File: src/rtl/muxn_pipe_pkg.sv
// Shared constants for the N-way registered mux: skid-buffer state encodings
// and select-width helper used by the datapath mux blocks.
package muxn_pipe_pkg;

  typedef enum logic [1:0] {
    ST_EMPTY = 2'd0,
    ST_HALF  = 2'd1,
    ST_FULL  = 2'd2
  } skid_state_t;

  localparam int unsigned MUXN_MIN_SEL_W = 1;

  // Select width for n channels; never narrower than one bit.
  function automatic int unsigned muxn_sel_width(input int unsigned n);
    return (n < 2) ? MUXN_MIN_SEL_W : $clog2(n);
  endfunction

endpackage

File: src/rtl/muxn_sel.sv
// Combinational channel select with range check; out-of-range selects
// produce an all-zero word flagged by err.
module muxn_sel
  import muxn_pipe_pkg::*;
#(
  parameter int unsigned WIDTH  = 5,
  parameter int unsigned NUM_IN = 2,
  localparam int unsigned SEL_W = muxn_sel_width(NUM_IN)
) (
  input  logic [NUM_IN*WIDTH-1:0] in_data,
  input  logic [SEL_W-1:0]        sel,
  output logic [WIDTH-1:0]        word,
  output logic                    err
);

  // Pick channel sel; if no channel matches, the word stays zero and err stays set.
  always_comb begin
    word = '0;
    err  = 1'b1;
    for (int unsigned k = 0; k < NUM_IN; k++) begin
      if (sel == SEL_W'(k)) begin
        word = in_data[k*WIDTH +: WIDTH];
        err  = 1'b0;
      end
    end
  end

endmodule

File: src/rtl/muxn_pipe.sv
// N-way mux followed by a 2-entry skid buffer. in_ready and out_valid are
// flops so neither depends combinationally on in_valid or out_ready.
module muxn_pipe
  import muxn_pipe_pkg::*;
#(
  parameter int unsigned WIDTH  = 5,
  parameter int unsigned NUM_IN = 2,
  localparam int unsigned SEL_W = muxn_sel_width(NUM_IN)
) (
  input  logic                    clk,
  input  logic                    rst,
  input  logic [NUM_IN*WIDTH-1:0] in_data,
  input  logic [SEL_W-1:0]        sel,
  input  logic                    in_valid,
  output logic                    in_ready,
  output logic [WIDTH-1:0]        out_data,
  output logic                    out_sel_err,
  output logic                    out_valid,
  input  logic                    out_ready
);

  skid_state_t      state, state_nx;
  logic [WIDTH-1:0] sel_word;
  logic             sel_err;
  logic [WIDTH-1:0] skid_data;
  logic             skid_err;
  logic             accept, transfer;
  logic             load_out, load_skid, out_from_skid;

  muxn_sel #(
    .WIDTH  (WIDTH),
    .NUM_IN (NUM_IN)
  ) u_sel (
    .in_data (in_data),
    .sel     (sel),
    .word    (sel_word),
    .err     (sel_err)
  );

  assign accept   = in_valid & in_ready;
  assign transfer = out_valid & out_ready;

  // Next state and register load controls for the skid buffer.
  always_comb begin
    state_nx      = state;
    load_out      = 1'b0;
    load_skid     = 1'b0;
    out_from_skid = 1'b0;
    case (state)
      ST_EMPTY: begin
        if (accept) begin
          state_nx = ST_HALF;
          load_out = 1'b1;
        end
      end
      ST_HALF: begin
        case ({accept, transfer})
          2'b11: load_out = 1'b1;
          2'b10: begin
            state_nx  = ST_FULL;
            load_skid = 1'b1;
          end
          2'b01: state_nx = ST_EMPTY;
          default: state_nx = ST_HALF;
        endcase
      end
      ST_FULL: begin
        if (transfer) begin
          state_nx      = ST_HALF;
          out_from_skid = 1'b1;
        end
      end
      default: state_nx = ST_EMPTY;
    endcase
  end

  // State, handshake flops and data registers; handshake flops follow state_nx
  // so they always agree with the state they encode.
  always_ff @(posedge clk or posedge rst) begin
    if (rst) begin
      state       <= ST_EMPTY;
      in_ready    <= 1'b1;
      out_valid   <= 1'b0;
      out_data    <= '0;
      out_sel_err <= 1'b0;
      skid_data   <= '0;
      skid_err    <= 1'b0;
    end else begin
      state     <= state_nx;
      in_ready  <= (state_nx != ST_FULL);
      out_valid <= (state_nx != ST_EMPTY);
      if (load_out) begin
        out_data    <= sel_word;
        out_sel_err <= sel_err;
      end else if (out_from_skid) begin
        out_data    <= skid_data;
        out_sel_err <= skid_err;
      end
      if (load_skid) begin
        skid_data <= sel_word;
        skid_err  <= sel_err;
      end
    end
  end

endmodule

File: config.mk
export PLATFORM = sky130hd
export DESIGN_NAME = muxn_pipe
export DESIGN_NICKNAME = d
export VERILOG_FILES = /design/src/rtl/muxn_pipe_pkg.sv /design/src/rtl/muxn_sel.sv /design/src/rtl/muxn_pipe.sv
export SDC_FILE = /design/constraint.sdc
export NUM_CORES = 1
export LEC_CHECK = 0
export BUFFER_PORTS_ARGS = -buffer_cell sky130_fd_sc_hd__buf_2
export CAP_MARGIN = 20
export CORE_MARGIN = 10
export CORE_UTILIZATION = 45
export DETAILED_ROUTE_END_ITERATION = 8
export PLACE_DENSITY = 0.84
export REMOVE_ABC_BUFFERS = 1
export SLEW_MARGIN = 30
export SYNTH_ARGS = -nofsm -noshare
export SYNTH_HDL_FRONTEND = slang
export SYNTH_HIERARCHICAL = 1
export SYNTH_SLANG_ARGS = --single-unit
File: constraint.sdc
create_clock -name clk -period 1.35 [get_ports clk]
set_clock_uncertainty 0.05 [all_clocks]
set_input_delay 0.27 -clock clk [delete_from_list [all_inputs] [get_ports clk]]
set_output_delay 0.27 -clock clk [all_outputs]
set_load 0.05 [all_outputs]
==> impl_metrics.tcl <==
set metrics [dict create \
    netSwitchingFraction 0.4082 \
    rsz0062_at_grt "true" \
    yosys.area_share.simple 0.1178 \
    avgSynthCellArea_um2 14.28 \
    end_kind "flop" \
    viasPerCell 4.939 \
    multi_input_area_um2 431.7 \
    grt_use_total 0.08926 \
    firstDrtPassIters 3 \
    rows 15 \
    drc 0 \
    cp.required_ps 1490 \
    fmax_mhz 703.9 \
    muxShareOfSynthArea 0.3535 \
    drive_gt1_frac 0.6778 \
    netSwitchingPower_uw 1126 \
    slowest_delay_ps 400 \
    ys_ff_latch 16 \
    routed_wl_um 1708 \
    synth_top_family_by_area "multiplexers" \
    finalSetupTns_ps -614.8 \
    worstSkewPairLatency_ps 290 \
    core-area_mm2 0.001745 \
    cts_sinks 16 \
    synthXorXnorAreaFrac 0 \
    antenna_found_initial 0 \
    grt_pass1_wl_um 2987 \
    finalPower_uw 2758 \
    drt_iter0_drc 11 \
    period_needed_ps 1421 \
    htree_levels 1 \
    syn_area_um2 828.3 \
    hold_viol 0 \
    cp_data_arrival_time_ps 1560 \
    routedWlPerCell_um 14.85 \
    antenna_cells 0 \
    fin_cells 115 \
    status "complete, but fails checks" \
    power_leakage_uw 0.0005492 \
    ir_drop_uv 1275 \
    start_util 0.4746 \
    cap_violations 0 \
    synth_compound_area_frac 0.02568 \
    die_w_um 62.90 \
    cp_top_family "multiplexers" \
    critPathLaunchType "flop" \
    ys_seq_area_frac 0.4849 \
    numCtsBuffers 3 \
    path_class "reg2reg" \
    dp.cells 108 \
    root_buffer "clkbuf_4" \
    yosys_warnings 6 \
    p_int_uw 1632 \
    setup_viol 13 \
    crit_buf_inv 0 \
    grt_pass1_vias 653 \
    worst_slack_ps -70.62 \
    cts_tree "yes" \
    dieArea_mm2 0.003956 \
    seqCellArea_um2 401.6 \
    grt_max_degree 17 \
    clkPwrFrac 0.116 \
    post-dp-hpwl_um 1312 \
    routed-via-count 568 \
    min_period_over_period 1.052 \
    power_frac_seq 0.317 \
    final_nets 106 \
    overflow 0 \
    ant_nets 0 \
    final_common_cell "buf_2" \
    io_buffers 22 \
    nFillCells 154 \
    path_clk_slew_ps 100 \
    cp_cell_sequence "nand4b_4 -> mux2_1 -> mux2_4" \
    slew_violations 0 \
    fp.dieH_um 62.90 \
    combPwrFrac 0.567 \
    whs_ps 297.7 \
    ios 23 \
    violations "negative setup slack" \
    clk_path_buf_depth 2 \
    areaGrowthSynthToFinish_pct 31.12 \
    gp_congestion 0.7150 \
    holdCritPathClass "in2reg" \
    synthCells 58 \
    critical-path-slowest-cell "dfrtp_1" \
    most-common-layout-cells "buf_2, dfrtp_1, mux2_2" \
    synth_adder_area_share 0 \
    synth_cell_types 20 \
    cp_max_fo 6 \
    power_density_mw_per_mm2 2540 \
]
==> logic make-up after synthesis <==
kind of cell	count (synthesis)
muxes	24
DFF	16
and+or+nand+nor	12
AOI/OAI and AO/OA	3
buffers and inverters	2
other	1
==> timing repair <==
item | CTS | global route
resized for setup | 4 | 5
setup endpoints to repair | 13 | 14
pin swaps | 1 | 0
buffers inserted | 2 | 0
hold buffers | 1 | 0
hold endpoints to repair | 15 | 0
==> worst register-to-register path, cell delays in order, from the launching register on <==
cell and delay, ps:
dfrtp_1 400, nand4b_4 250, mux2_1 370, mux2_4 250
==> path summary, 6_finish.rpt <==
check | cells past startpoint | endpoint | slack [ps] | start
max | 3 | out_data[0] | -70 | state[0]
min | 3 | out_data[1] | 300 | in_data[1]
max reg2reg | 3 | out_data[0] | -70 | state[0]
min reg2reg | 1 | skid_data[1] | 460 | skid_data[1]
max in group asynchronous | 4 | in_ready | 530 | rst
min in group asynchronous | 4 | out_data[0] | 460 | rst
==> stage by stage <==
stage	instance area (µm²)	worst slack, ps	util
floorplan	820.8	-277.3	-
global placement	992.2	-44.14	0.5685
detailed placement	992.2	-66.41	0.5685
CTS	1069	-73.80	0.6122
global route	1086	-112.1	0.6222
finish	1086	-70.62	0.6222
==> metal layers <==
| metal | global-route usage | part of all wire | up-vias |
|---|---|---|---|
| li1 | - | - | 270 |
| met1 | 0.1010 | 0.43 | 276 |
| met2 | 0.1485 | 0.48 | 18 |
| met3 | 0.03763 | 0.067 | 4 |
| met4 | 0.02514 | 0.016 | 0 |
| met5 | 0 | 0 | - |
==> Yosys cell counts <==
master    number  area [µm²]
and2b_2        1       8.760
nand2_1        4       15.01
buf_4          1       7.510
dfrtp_1       15       375.4
mux2_1         6       67.56
and2_1         1       6.260
nand2_2        1       6.260
or2_2          1       6.260
o22ai_1        1       6.260
mux2_4         6       90.09
inv_1          1       3.750
conb_1         1       3.750
a21oi_1        1       5.000
nand4b_4       1       23.77
dfstp_2        1       26.28
and3b_2        1       10.01
nor2_1         1       3.750
a21bo_2        1       10.01
mux2_2        12       135.1
nand3_4        1       17.52
==> registers in the layout, summed over array words and instances (netlist names) <==
name,cells
in_ready,1
skid_err,1
out_valid,1
skid_data,5
out_sel_err,1
state,2
out_data,5
==> layout make-up <==
class / count / area share
clock buffers: 4 / 0.03341
inverters: 1 / 0.003456
multi-input cells: 40 / 0.3975
flip-flops and latches: 16 / 0.3698
well taps: 25 / 0.02880
repair buffers: 29 / 0.1671
==> power by group through the flow <==
stage / registers (µW) / logic (µW) / clock network (µW)
6_report: 875 / 1560 / 319
5_1_grt: 908 / 1650 / 341
4_1_cts: 872 / 1510 / 323
3_5_place_dp: 882 / 1420 / 0
3_3_place_gp: 870 / 1380 / 0
2_1_floorplan: 1300 / 654 / 0
No activity file was read; power rests on OpenSTA's default activity.
